## src/rtl/timer_pkg.sv

```systemverilog
// Shared definitions for the decade timer: controller state encoding,
// BCD digit width and the single-digit BCD increment used by every stage.
package timer_pkg;

  localparam int BCD_W = 4;

  typedef enum logic [1:0] {
    ST_IDLE  = 2'd0,
    ST_RUN   = 2'd1,
    ST_PAUSE = 2'd2,
    ST_DONE  = 2'd3
  } state_e;

  // Mod-10 increment of one BCD digit; 9 rolls over to 0.
  function automatic logic [BCD_W-1:0] bcd_inc(input logic [BCD_W-1:0] d);
    logic [BCD_W-1:0] r;
    if (d == 4'd9) begin
      r = 4'd0;
    end else begin
      r = d + 4'd1;
    end
    return r;
  endfunction

endpackage

```

## src/rtl/decade_digit.sv

```systemverilog
// One mod-10 counter stage; tc flags the digit sitting at 9 so the next
// stage up can be enabled on the following carry.
module decade_digit
  import timer_pkg::*;
(
  input  logic             clk,
  input  logic             reset,
  input  logic             en,
  input  logic             clr,
  output logic [BCD_W-1:0] q,
  output logic             tc
);

  logic [BCD_W-1:0] q_d;
  logic [BCD_W-1:0] q_q;

  // Next digit value: clear wins over increment.
  always_comb begin
    q_d = q_q;
    if (clr) begin
      q_d = 4'd0;
    end else if (en) begin
      q_d = bcd_inc(q_q);
    end else begin
      q_d = q_q;
    end
  end

  // Digit register.
  always_ff @(posedge clk or negedge reset) begin
    if (!reset) begin
      q_q <= 4'd0;
    end else begin
      q_q <= q_d;
    end
  end

  assign q  = q_q;
  assign tc = (q_q == 4'd9);

endmodule

```

## src/rtl/decade_timer_ctrl.sv

```systemverilog
// Run/pause/clear controller for a cascade of BCD digits with optional
// target compare, terminal DONE state and registered wrap pulse.
module decade_timer_ctrl
  import timer_pkg::*;
#(
  parameter int DIGITS = 4
) (
  input  logic                  clk,
  input  logic                  reset,
  input  logic                  tick,
  input  logic                  start,
  input  logic                  stop,
  input  logic                  clear,
  input  logic                  target_en,
  input  logic [4*DIGITS-1:0]   target,
  output logic [4*DIGITS-1:0]   count,
  output logic                  running,
  output logic                  done,
  output logic                  wrap
);

  state_e                state_d;
  state_e                state_q;
  logic                  running_q;
  logic                  done_q;
  logic                  wrap_d;
  logic                  wrap_q;
  logic                  eff_tick_s;
  logic                  hit_s;
  logic [DIGITS:0]       carry_s;
  logic [DIGITS-1:0]     tc_s;
  logic [4*DIGITS-1:0]   next_count_s;

  // Stop and clear both suppress a coincident tick; a start in IDLE/PAUSE
  // drops it implicitly because the state is not yet RUN.
  assign eff_tick_s = (state_q == ST_RUN) & tick & ~clear & ~stop;
  assign carry_s[0] = eff_tick_s;

  for (genvar i = 0; i < DIGITS; i++) begin : g_digit
    decade_digit u_digit (
      .clk   (clk),
      .reset (reset),
      .en    (carry_s[i]),
      .clr   (clear),
      .q     (count[BCD_W*i +: BCD_W]),
      .tc    (tc_s[i])
    );
    assign carry_s[i+1] = carry_s[i] & tc_s[i];
  end

  // Value the digits will hold after this edge, used for the target compare.
  always_comb begin
    next_count_s = count;
    for (int i = 0; i < DIGITS; i++) begin
      if (carry_s[i]) begin
        next_count_s[BCD_W*i +: BCD_W] = bcd_inc(count[BCD_W*i +: BCD_W]);
      end else begin
        next_count_s[BCD_W*i +: BCD_W] = count[BCD_W*i +: BCD_W];
      end
    end
  end

  assign hit_s  = eff_tick_s & target_en & (next_count_s == target);
  assign wrap_d = carry_s[DIGITS];

  // Next-state logic with clear > stop > start priority.
  always_comb begin
    state_d = state_q;
    if (clear) begin
      state_d = ST_IDLE;
    end else begin
      case (state_q)
        ST_IDLE: begin
          if (start) begin
            state_d = ST_RUN;
          end else begin
            state_d = ST_IDLE;
          end
        end
        ST_RUN: begin
          if (stop) begin
            state_d = ST_PAUSE;
          end else if (hit_s) begin
            state_d = ST_DONE;
          end else begin
            state_d = ST_RUN;
          end
        end
        ST_PAUSE: begin
          if (start) begin
            state_d = ST_RUN;
          end else begin
            state_d = ST_PAUSE;
          end
        end
        ST_DONE: begin
          state_d = ST_DONE;
        end
        default: begin
          state_d = ST_IDLE;
        end
      endcase
    end
  end

  // State and registered status outputs, all updated on the same edge.
  always_ff @(posedge clk or negedge reset) begin
    if (!reset) begin
      state_q   <= ST_IDLE;
      running_q <= 1'b0;
      done_q    <= 1'b0;
      wrap_q    <= 1'b0;
    end else begin
      state_q   <= state_d;
      running_q <= (state_d == ST_RUN);
      done_q    <= (state_d == ST_DONE);
      wrap_q    <= wrap_d;
    end
  end

  assign running = running_q;
  assign done    = done_q;
  assign wrap    = wrap_q;

endmodule

```

## config.mk

```make
export PLATFORM = sky130hd
export DESIGN_NAME = decade_timer_ctrl
export DESIGN_NICKNAME = d
export VERILOG_FILES = /design/src/rtl/timer_pkg.sv /design/src/rtl/decade_digit.sv /design/src/rtl/decade_timer_ctrl.sv
export SDC_FILE = /design/constraint.sdc
export NUM_CORES = 1
export LEC_CHECK = 0
export CAP_MARGIN = 20
export CORE_UTILIZATION = 50
export DETAILED_ROUTE_END_ITERATION = 8
export PLACE_DENSITY = 0.8
export SLEW_MARGIN = 0
export SYNTH_ARGS = -nofsm -noshare
export SYNTH_HDL_FRONTEND = slang
export SYNTH_HIERARCHICAL = 1
export SYNTH_SLANG_ARGS = --single-unit
```

## constraint.sdc

```tcl
create_clock -name clk -period 3.08 [get_ports clk]
set_input_delay 0.616 -clock clk [delete_from_list [all_inputs] [get_ports clk]]
set_output_delay 0.616 -clock clk [all_outputs]
set_load 0.05 [all_outputs]
```

**After elaboration in Yosys (flattened, before gate mapping)**

Index checks and enable logic that the tools add are counted.

- Input port bits: 23
- Bits in read-only memories: 0
- Word-level logic and storage cells: 52
- Latch bits: 0
- Bits in writable memories: 0
- Register bits: 21
- Output and inout bits: 19
- Memories: 0

- Bitwise gates (word level): 11
- Mux-type cells: 18
- Div/mod/pow operators: 0
- Add/sub/neg operators: 4
- Reductions and logical operators: 1
- Shift-type cells: 0
- Multiply operators: 0
- Eq/ne operators: 10
- Magnitude comparators: 0

Operators with widths:

| operator | number |
|---|---|
| 2-to-1 mux 4 bit | 12 |
| adder 4 x 1 -> 4 bit, second input constant | 4 |
| equality test 16 bit | 1 |
| equality test 4 bit, second input constant | 4 |
| bitwise AND 1 bit | 9 |
| 2-to-1 mux 2 bit | 4 |
| case mux 2 bit (4 select lines) | 1 |
| equality test 2 bit, second input constant | 3 |
| equality test 2 x 1 -> 1 bit, second input constant | 2 |
| logical NOT 2 bit | 1 |
| NOT 1 bit | 2 |
| 2-to-1 mux 1 bit | 1 |

**Logic depth before layout (Yosys ltp)**

- Depth after elaboration: 15
- Mapped depth: 11
- Depth with buffers taken out: 11

**By module**

Netlist, hierarchy kept.

Modules (own cells, without submodules):

| module | cells each | instances | seq. area each (µm²) | area an instance (µm²) |
|---|---|---|---|---|
| decade_digit | 26 | 4 | 100.1 | 242.7 |
| decade_timer_ctrl | 109 | 1 | 125.1 | 844.6 |

**Worst setup path before layout**

Ideal clock, no wire load.

- Path type: reg-to-reg
- From: register g_digit[0].u_digit.q_q[0]
- To: register running_q (netlist: running)
- Stages on the path, launching flop included: 11
- Buffers on the path: 0
- Setup time: 0.120 ns
- Path slack: -0.111 ns
- Clock period less this slack: 3.191 ns
- Arrival: 3.071 ns
- Required time: 2.960 ns
- Cell sequence: dfrtp_1 -> ha_1 -> nand3b_1 -> inv_1 -> nand4b_1 -> nor4_1 -> a211oi_1 -> xnor2_1 -> a2111oi_0 -> nand4_1 -> and3_1

- Longest elaborated chain between the ends: 12
- Elaborated cells between the ends (all ways): 17
- Classes of those cells: add/sub (1); eq/ne (3); mux (9); bitwise (4)

Ends and longest elaborated chain:

| what | line | RTL |
|---|---|---|
| start: declaration | decade_digit.sv:15 | `logic [BCD_W-1:0] q_q;` |
| start signal: assignment | decade_digit.sv:34 | `q_q <= q_d;` |
| equality test 4 bit | decade_digit.sv:39 | `assign tc = (q_q == 4'd9);` |
| via tc_s[0] | decade_timer_ctrl.sv:31 | `logic [DIGITS-1:0] tc_s;` |
| bitwise AND 1 bit (3 in series) | decade_timer_ctrl.sv:48 | `assign carry_s[i+1] = carry_s[i] & tc_s[i];` |
| via carry_s[3] | decade_timer_ctrl.sv:30 | `logic [DIGITS:0] carry_s;` |
| 2-to-1 mux 4 bit | decade_timer_ctrl.sv:55 | `if (carry_s[i]) begin` |
| equality test 16 bit | decade_timer_ctrl.sv:63 | `assign hit_s = eff_tick_s & target_en & (next_count_s == target);` |
| bitwise AND 1 bit | decade_timer_ctrl.sv:63 |  |
| 2-to-1 mux 2 bit | decade_timer_ctrl.sv:83 | `end else if (hit_s) begin` |
| 2-to-1 mux 2 bit | decade_timer_ctrl.sv:81 | `if (stop) begin` |
| case mux 2 bit (4 select lines) | decade_timer_ctrl.sv:72 | `case (state_q)` |
| 2-to-1 mux 2 bit | decade_timer_ctrl.sv:69 | `if (clear) begin` |
| equality test 2 x 1 -> 1 bit | decade_timer_ctrl.sv:115 | `running_q <= (state_d == ST_RUN);` |
| end signal: assignment | decade_timer_ctrl.sv:115 |  |
| end: declaration | decade_timer_ctrl.sv:24 | `logic running_q;` |

The timed path passes the listed nets, and every way through them passes these cells.

**Worst setup path after layout**

- From: input clear
- To: register running_q (netlist: running)

- Longest elaborated chain between the ends: 14
- Elaborated cells between the ends (all ways): 18
- Classes of those cells: eq/ne (2); mux (8); bitwise (8)

Ends and longest elaborated chain:

| what | line | RTL |
|---|---|---|
| start: declaration | decade_timer_ctrl.sv:13 | `input logic clear,` |
| NOT 1 bit | decade_timer_ctrl.sv:36 | `assign eff_tick_s = (state_q == ST_RUN) & tick & ~clear & ~stop;` |
| bitwise AND 1 bit (2 in series) | decade_timer_ctrl.sv:36 |  |
| bitwise AND 1 bit (3 in series) | decade_timer_ctrl.sv:48 |  |
| 2-to-1 mux 4 bit | decade_timer_ctrl.sv:55 |  |
| equality test 16 bit | decade_timer_ctrl.sv:63 |  |
| bitwise AND 1 bit | decade_timer_ctrl.sv:63 |  |
| 2-to-1 mux 2 bit | decade_timer_ctrl.sv:83 |  |
| 2-to-1 mux 2 bit | decade_timer_ctrl.sv:81 |  |
| case mux 2 bit (4 select lines) | decade_timer_ctrl.sv:72 |  |
| 2-to-1 mux 2 bit * | decade_timer_ctrl.sv:69 |  |
| equality test 2 x 1 -> 1 bit * | decade_timer_ctrl.sv:115 |  |

Mark *: on every way between the ends. The rest lies on a longest branch, timed or not.

==> flow_summary.ini <==
[setup_path]
worst_setup_path_end_kind = register
slowest_delay_ns = 0.53
rrSetupSlack_ns = 0.31
start_kind = input pin
path_class = in2reg
critPathSlowestCell = or3b_1
crit_chain = clkdlybuf4s50_1 > or3b_1 > or3_1 > o22ai_1 > nand2_1 > a2111oi_0 > nand4_1 > and3_1
reg2reg_from = g_digit[0].u_digit/q[1]
r2r-end = running
crit_path_end = running
worstPathArrival_ns = 3.05
cp.required_ns = 3.31
reg2regPathDepth = 11
critPathMaxFanout = 7
startpoint = clear

[floorplanning]
start_util = 0.5315
pin_count = 42
dieArea_sq_mm = 0.003876
die_w_microns = 62.26
std_cell_rows = 21
die_h_microns = 62.26
core-area_sq_mm = 0.003416

[power_and_ir_drop]
p_int_uw = 377.4
pwr-share-clk = 0.278
sw_frac_of_total = 0.2703
power.density_mw_per_mm2 = 211.7
ir_drop_uv = 155.3
p_seq_frac = 0.546
p_comb_frac = 0.176
p_leak_nw = 0.9463
switchingPower_uw = 139.8

[clock_tree]
cts_tree = built
cts_hold_buf = 0
cts.sinks = 21
clock-root-buffer = clkbuf_4
cts.path.max_buffers = 2
cts_resized = 0
htree_levels = 1
clkTransAtPathRegs_ns = 0.13
cts_made_buffers = 3
cts_setup_buffers = 0
clk_latency_ns = 0.32

[global_routing]
antenna_found_initial = 0
gr-usage-all-layers = 0.2373
grt_max_degree = 22
grt_pass1_wl_mm = 7.410
grt_overflow = 0
grt_pass1_vias = 1611

[routing]
via_per_inst = 5.558
wirelength_mm = 4.456
dr.pass1.iters = 4
wire_per_inst_microns = 13.88
vias = 1784
drt_iter0_drc = 111
drcViolationCount = 0
ant_nets = 0

[min_path]
hold_path_class = in2async

[logic_synthesis]
seq_area_frac_synth = 0.2895
synth.avg_cell_area_sq_um = 8.523
synth_fp_nets = 244
synth_edf_count = 0
syn_inst = 213
async_flop_share = 1.000
syn-cell-area_sq_mm = 0.001815
synth-main-ff-cell = dfrtp_1
synth.ff_latch_count = 21
yosysWarnings = 6
synthDistinctLibCells = 43

[sta]
clock_skew_ns = 0.003814
tightest_slew_ns = 0.5004
rsz0062_at_grt = false
holdWs_ns = 0.6318
fin_crit_sh = 0.9168
hold_violations = 0
setup_tns_ns = 0
slew_headroom = 0.6653
drv_slew = 0
final.min_clock_period_ns = 2.824
timing.fmax_mhz = 354.1
setup_violations = 0

[finish]
fin_nets = 307
drive_gt1_frac = 0.1164
diodes = 0
area_growth_pct = 34.60

[place]
finalWeightedCongestion = 0.8723
hpwl_mm = 3.249
io_buffers = 41

[status]
status = finished clean

[job]
drv_cap = 0
[per-stage QoR]
| step | power, mW | setup WS (ns) | utilization | std cells | instance area, sq um |
|---|---|---|---|---|---|
| floorplan | 0.3196 | 0.1283 | - | 213 | 1822 |
| global placement | 0.3781 | -0.02460 | 0.7066 | 317 | 2414 |
| detailed placement | 0.3781 | -0.09312 | 0.7066 | 317 | 2414 |
| CTS | 0.5201 | 0.2517 | 0.7154 | 321 | 2444 |
| global route | 0.5437 | 0.04364 | 0.7154 | 321 | 2444 |
| finish | 0.5172 | 0.2563 | 0.7154 | 321 | 2444 |
[cells in the final DEF, fill, tap and decap left out, drive strengths merged, types with 6 or more instances in the layout]
cell type / n
a21boi: 6
a21oi: 21
and4b: 6
buf: 18
clkdlybuf4s50: 41
dfrtp: 21
ha: 8
inv: 12
nand2: 24
nand2b: 14
nand3b: 13
o21ai: 11
xnor2: 18
[area by class of cell]
class | count | area [sq um]
clock buffers | 3 | 22.52
clock inverters | 1 | 7.507
fillers | 290 | 972.2
inverters | 12 | 45.04
multi-input cells | 179 | 1240
flip-flops and latches | 21 | 525.5
well taps | 46 | 57.56
repair buffers | 59 | 545.5
[worst min path at each step]
stage,slack [ns],endpoint,cells past startpoint,from
finish,0.63,g_digit[0].u_digit/q[2],2,reset
global route,0.64,g_digit[0].u_digit/q[2],2,reset
CTS,0.64,g_digit[0].u_digit/q[2],2,reset
detailed placement,0.63,state_q[1],2,state_q[0]
global placement,0.62,state_q[1],2,state_q[0]
floorplan,0.32,done,0,reset
[critical path: cells and delay by family]
kind	cells	cell delay [ns]
buffers and inverters	1	0.45
AND/OR/NAND/NOR	5	1.43
AO/OA/AOI/OAI	2	0.55
[state kept, by name, summed over array words and instances, names as in the netlist]
register / cells
wrap: 1
g_digit.u_digit/q: 16
running: 1
done: 1
state_q: 2
[cell usage after synthesis (all sizes together), types with 2 or more instances]
master  count  share of area
nand3b     13          0.054
nor2b       5          0.017
a21boi      6          0.025
ha          8          0.055
or3b        5          0.024
nand2b     14          0.048
or3         2         0.0069
nor3b       2          0.011
and3        2         0.0069
xor2        3          0.014
nor4        2          0.010
nand2      24          0.050
nor3        3          0.014
o22ai       2         0.0069
o31ai       3          0.012
nand4b      2         0.0097
dfrtp      21           0.29
a31oi       4          0.014
o21ai      11          0.030
nor2        5          0.010
and4b       6          0.033
xnor2      18          0.087
a21oi      21          0.066
inv        12          0.025
nand4       3          0.010
nand3       4          0.011
[cell families after synthesis]
| group | share of synthesized area |
|---|---|
| xor+xnor | 0.1013 |
| fa+ha+maj | 0.05514 |
| compound gates | 0.1881 |
| mux | 0.005514 |
| flops | 0.2895 |
| simple gates | 0.3294 |
| buf+inv | 0.03101 |
[power by group through the flow]
stage	Clock, mW	Sequential, mW	Combinational [mW]
floorplan	0	0.293	0.0263
global placement	0	0.288	0.0904
detailed placement	0	0.288	0.0903
CTS	0.146	0.283	0.0912
global route	0.163	0.283	0.0979
finish	0.144	0.283	0.0908
[per-layer routing]
| layer | vias to the layer above | track usage | routed length (microns) | share of wire |
|---|---|---|---|---|
| met5 | - | 0 | 0 | 0 |
| met4 | 0 | 0.04360 | 25 | 0.0056 |
| met3 | 2 | 0.02757 | 190 | 0.043 |
| met2 | 47 | 0.3874 | 2021 | 0.45 |
| met1 | 840 | 0.3403 | 2218 | 0.50 |
| li1 | 895 | - | - | - |
Power figures use the tool's default switching activity.
